[config.mk]
export PLATFORM = sky130hd
export DESIGN_NAME = ram_req_ctrl
export DESIGN_NICKNAME = d
export VERILOG_FILES = /design/src/rtl/ram_req_ctrl.sv
export SDC_FILE = /design/constraint.sdc
export NUM_CORES = 1
export LEC_CHECK = 0
export BUFFER_PORTS_ARGS = -buffer_cell sky130_fd_sc_hd__buf_2
export CAP_MARGIN = 20
export CORE_UTILIZATION = 51
export DETAILED_ROUTE_END_ITERATION = 16
export PLACE_DENSITY = 0.84
export SLEW_MARGIN = 5
export SYNTH_ARGS = -nofsm -noshare
export SYNTH_HDL_FRONTEND = slang
export SYNTH_SLANG_ARGS = --single-unit
[constraint.sdc]
create_clock -name clk -period 3.27 [get_ports clk]
set_clock_uncertainty 0.1 [all_clocks]
set_input_delay 0.8175 -clock clk [delete_from_list [all_inputs] [get_ports clk]]
set_output_delay 0.8175 -clock clk [all_outputs]
set_load 0.01 [all_outputs]
[src/rtl/ram_req_ctrl.sv]
// Request sequencer in front of the RAM array: one request at a time, fixed-length strobe, one-cycle response.
// Optional parity (macro RAM_REQ_CTRL_PARITY_EN): mem_wpar on writes, rsp_perr on reads.
module ram_req_ctrl #(
  parameter int ADDR_W   = 16,
  parameter int DATA_W   = 8,
  parameter int WAIT_CYC = 2
) (
  input  logic              clk,
  input  logic              reset,
  input  logic              req_valid,
  output logic              req_ready,
  input  logic              req_we,
  input  logic [ADDR_W-1:0] req_addr,
  input  logic [DATA_W-1:0] req_wdata,
  output logic              rsp_valid,
  output logic              rsp_we,
  output logic [DATA_W-1:0] rsp_rdata,
  output logic [ADDR_W-1:0] mem_addr,
  output logic [DATA_W-1:0] mem_wdata,
  output logic              mem_we,
  output logic              mem_re,
  input  logic [DATA_W-1:0] mem_rdata,
  output logic              busy
`ifdef RAM_REQ_CTRL_PARITY_EN
  ,
  output logic              mem_wpar,
  input  logic              mem_rpar,
  output logic              rsp_perr
`endif
);

  // state  | meaning
  // IDLE   | ready for a request
  // ACCESS | strobe held on the array, counter runs down to 0
  // RESP   | one-cycle response pulse
  typedef enum logic [1:0] {
    S_IDLE   = 2'd0,
    S_ACCESS = 2'd1,
    S_RESP   = 2'd2
  } state_t;

  localparam logic [3:0] WAIT_LD = 4'(WAIT_CYC);

  state_t     state;
  state_t     state_nxt;
  logic [3:0] cnt;
  logic       op;
  logic       accept;
  logic       done;

  always_ff @(posedge clk or posedge reset) begin
    if (reset) state <= S_IDLE;
    else       state <= state_nxt;
  end

  always_comb begin
    state_nxt = state;
    accept    = 1'b0;
    done      = 1'b0;
    case (state)
      S_IDLE: begin
        if (req_valid) begin
          accept    = 1'b1;
          state_nxt = S_ACCESS;
        end
      end
      S_ACCESS: begin
        if (cnt == 4'd0) begin
          done      = 1'b1;
          state_nxt = S_RESP;
        end
      end
      S_RESP:  state_nxt = S_IDLE;
      default: state_nxt = S_IDLE;
    endcase
  end

  // Strobes are flops so they toggle only on ACCESS entry and exit.
  always_ff @(posedge clk or posedge reset) begin
    if (reset) begin
      cnt       <= 4'd0;
      op        <= 1'b0;
      mem_addr  <= '0;
      mem_wdata <= '0;
      mem_we    <= 1'b0;
      mem_re    <= 1'b0;
      rsp_we    <= 1'b0;
      rsp_rdata <= '0;
    end else if (accept) begin
      mem_addr  <= req_addr;
      mem_wdata <= req_wdata;
      op        <= req_we;
      cnt       <= WAIT_LD;
      mem_we    <= req_we;
      mem_re    <= !req_we;
    end else if (state == S_ACCESS) begin
      if (done) begin
        mem_we    <= 1'b0;
        mem_re    <= 1'b0;
        rsp_we    <= op;
        rsp_rdata <= op ? '0 : mem_rdata;
      end else begin
        cnt <= cnt - 4'd1;
      end
    end
  end

`ifdef RAM_REQ_CTRL_PARITY_EN
  always_ff @(posedge clk or posedge reset) begin
    if (reset) begin
      mem_wpar <= 1'b0;
      rsp_perr <= 1'b0;
    end else if (accept) begin
      mem_wpar <= ^req_wdata;
    end else if (done) begin
      rsp_perr <= !op && ((^mem_rdata) != mem_rpar);
    end
  end
`endif

  assign req_ready = (state == S_IDLE);
  assign busy      = (state != S_IDLE);
  assign rsp_valid = (state == S_RESP);

endmodule
==> reports/metrics.yaml <==
grt_pass1_wl_um: 5440
endpoint_kind: "output pin"
mostFrequentLayoutCells: "81 x nand2_1, 73 x buf_2, 42 x dfrtp_1"
synth_nets: 211
vdd_drop_max_v: 0.000518
ant_nets: 0
multi_input_area_um2: 659
hpwlAfterDp_um: 2520
clock-sinks: 42
post_synth_num_cell_types: 27
synth_edf_count: 0
die_w_um: 61.2
ys_seq_elements: 42
drv_slew: 0
post_drt_wl_per_cell_um: 11.6
grt_start_max_net_pins: 43
grt_setup_unrepaired: "false"
maxSlewHeadroom: 0.399
crit_type: "flip-flop to output pin"
ios: 74
grtUsageTotal: 0.203
critPathLaunchType: "flip-flop"
core_area_um2: 3340
p_leak_nw: 1.27
diodes: 0
max_freq_ghz: 0.470
route.detailed.drc: 0
syn_to_final_growth_pct: 24.8
cts_buffers: 5
via_per_inst: 4.79
setup_tns_ns: 0
yosys_warnings: 0
worst_ep_required_time_ns: 2.35
post_cts_buffers: 0
numPortBuffers: 73
start_util: 0.536
post_dp_cell_area_um2: 2170
fill_cells: 275
avgSynthCellArea_um2: 10.3
cts-root-buf: "clkbuf_4"
status: "completed"
wirelength_um: 3430
synth_top_cell_by_area: "dfrtp_1"
htree_levels: 2
drt_iter0_markers: 123
power_density_nw_per_um2: 909
synth_seq_area_share: 0.588
drive_gt1_frac: 0.382
firstDrtPassIters: 4
grt_pass1_vias: 1294
utilization: 0.669
final_cell_area_um2: 2230
vias: 1414
seqCellArea_um2: 1050
period_share: 0.650
synth_top_flop_cell: "dfrtp_1"
rows: 21
hold_buffers: 0
fin_crit_ns: 2.13
path_clk_slew_ns: 0.12
cp.arrival_ns: 1.21
die_h_um: 61.2
grt_overflow: 0
dieArea_um2: 3750
final_common_cell: "nand2_1"
synth_cells: 174
antenna_found_initial: 0
gp_congestion: 0.728
hold_viol_final: 0
clk_latency_ns: 0.34
hp-class: "flip-flop to flip-flop"
worst_pin_slew_ns: 0.900
cts-resized-gates: 0
ctsLongestPathBuffers: 2
cp_max_fo: 11
cts_tree: "yes"
async_reset_ff_frac: 1.00
synth_top_area_share: 0.588
syn_area_um2: 1790
setup_viol: 0
layout.nets: 285
synth.area.top_cells: "dfrtp_1 59%, nand2_1 17%, mux2_4 5.9%"
maxCapViolations: 0
==> metal layers <==
| metal | track usage | part of all wire | vias to the layer above |
|---|---|---|---|
| met5 | 0 | 0 | - |
| met4 | 0.0682 | 0.012 | 0 |
| met3 | 0.0609 | 0.086 | 6 |
| met2 | 0.356 | 0.47 | 56 |
| met1 | 0.236 | 0.43 | 657 |
| li1 | - | - | 695 |
==> area by class of cell <==
| class | count | share of cell area |
|---|---|---|
| tap | 46 | 0.0258 |
| timing repair buffer | 74 | 0.173 |
| multi-input combinational | 120 | 0.295 |
| clock buffer | 7 | 0.0247 |
| sequential | 42 | 0.471 |
| clock inverter | 1 | 0.00224 |
| inverter | 5 | 0.00841 |
==> cells in the mapped netlist, types with 2 or more instances <==
cell type and n:
nand2_1 81, mux2_4 7, buf_2 2, mux2_2 2, dfrtp_1 42, inv_1 5, nor2b_1 11, o21ai_0 2
buf_4 2, buf_6 3
==> cell families (layout without fill, tap and decap cells) <==
| kind of cell | Yosys count | in the layout | synth area share |
|---|---|---|---|
| AOI/OAI and AO/OA | 7 | 7 | 0.0252 |
| DFF | 42 | 42 | 0.588 |
| muxes | 10 | 10 | 0.0770 |
| adders and majority gates | 1 | 1 | 0.00700 |
| and+or+nand+nor | 102 | 102 | 0.260 |
| buffers and inverters | 12 | 87 | 0.0434 |
==> report_power, final <==
| group | leakage [nW] | switching, W | total [W] | internal, W |
|---|---|---|---|---|
| clock network | 0.0353 | 0.000159 | 0.000264 | 0.000104 |
| logic | 0.707 | 0.000443 | 0.000848 | 0.000406 |
| registers | 0.526 | 0.000164 | 0.000918 | 0.000754 |
==> per-stage QoR <==
stage	hold WS [ns]	worst slack (ns)	std cells	power [W]
4_1_cts	0.390	1.13	295	0.00205
6_report	0.387	1.14	295	0.00203
3_5_place_dp	0.361	1.11	287	0.00179
2_1_floorplan	0.405	1.38	174	0.00149
5_1_grt	0.412	1.06	295	0.00221
3_3_place_gp	0.355	1.11	287	0.00175
==> path summary, 6_finish.rpt <==
kind | startpoint | to | slack (ns) | cells after the start
max in group asynchronous | reset | rsp_rdata[3] | 2.45 | 3
max | state[0] | busy | 1.14 | 3
min | mem_addr[0] | mem_addr[0] | 0.39 | 2
min reg2reg | mem_addr[0] | mem_addr[0] | 0.39 | 2
min in group asynchronous | reset | mem_addr[6] | 0.40 | 3
max reg2reg | state[0] | mem_re | 1.47 | 3
==> critical path, cell delays in order (launching register included) <==
cell and delay (ns):
dfrtp_1 0.52, nor2_1 0.17, inv_1 0.05, buf_2 0.13
==> state kept, by name, indices dropped and copies added (netlist names) <==
signal / cells
mem_addr: 16
cnt: 4
mem_re: 1
mem_we: 1
op: 1
rsp_rdata: 8
rsp_we: 1
mem_wdata: 8
state: 2
Power figures use the tool's default switching activity.
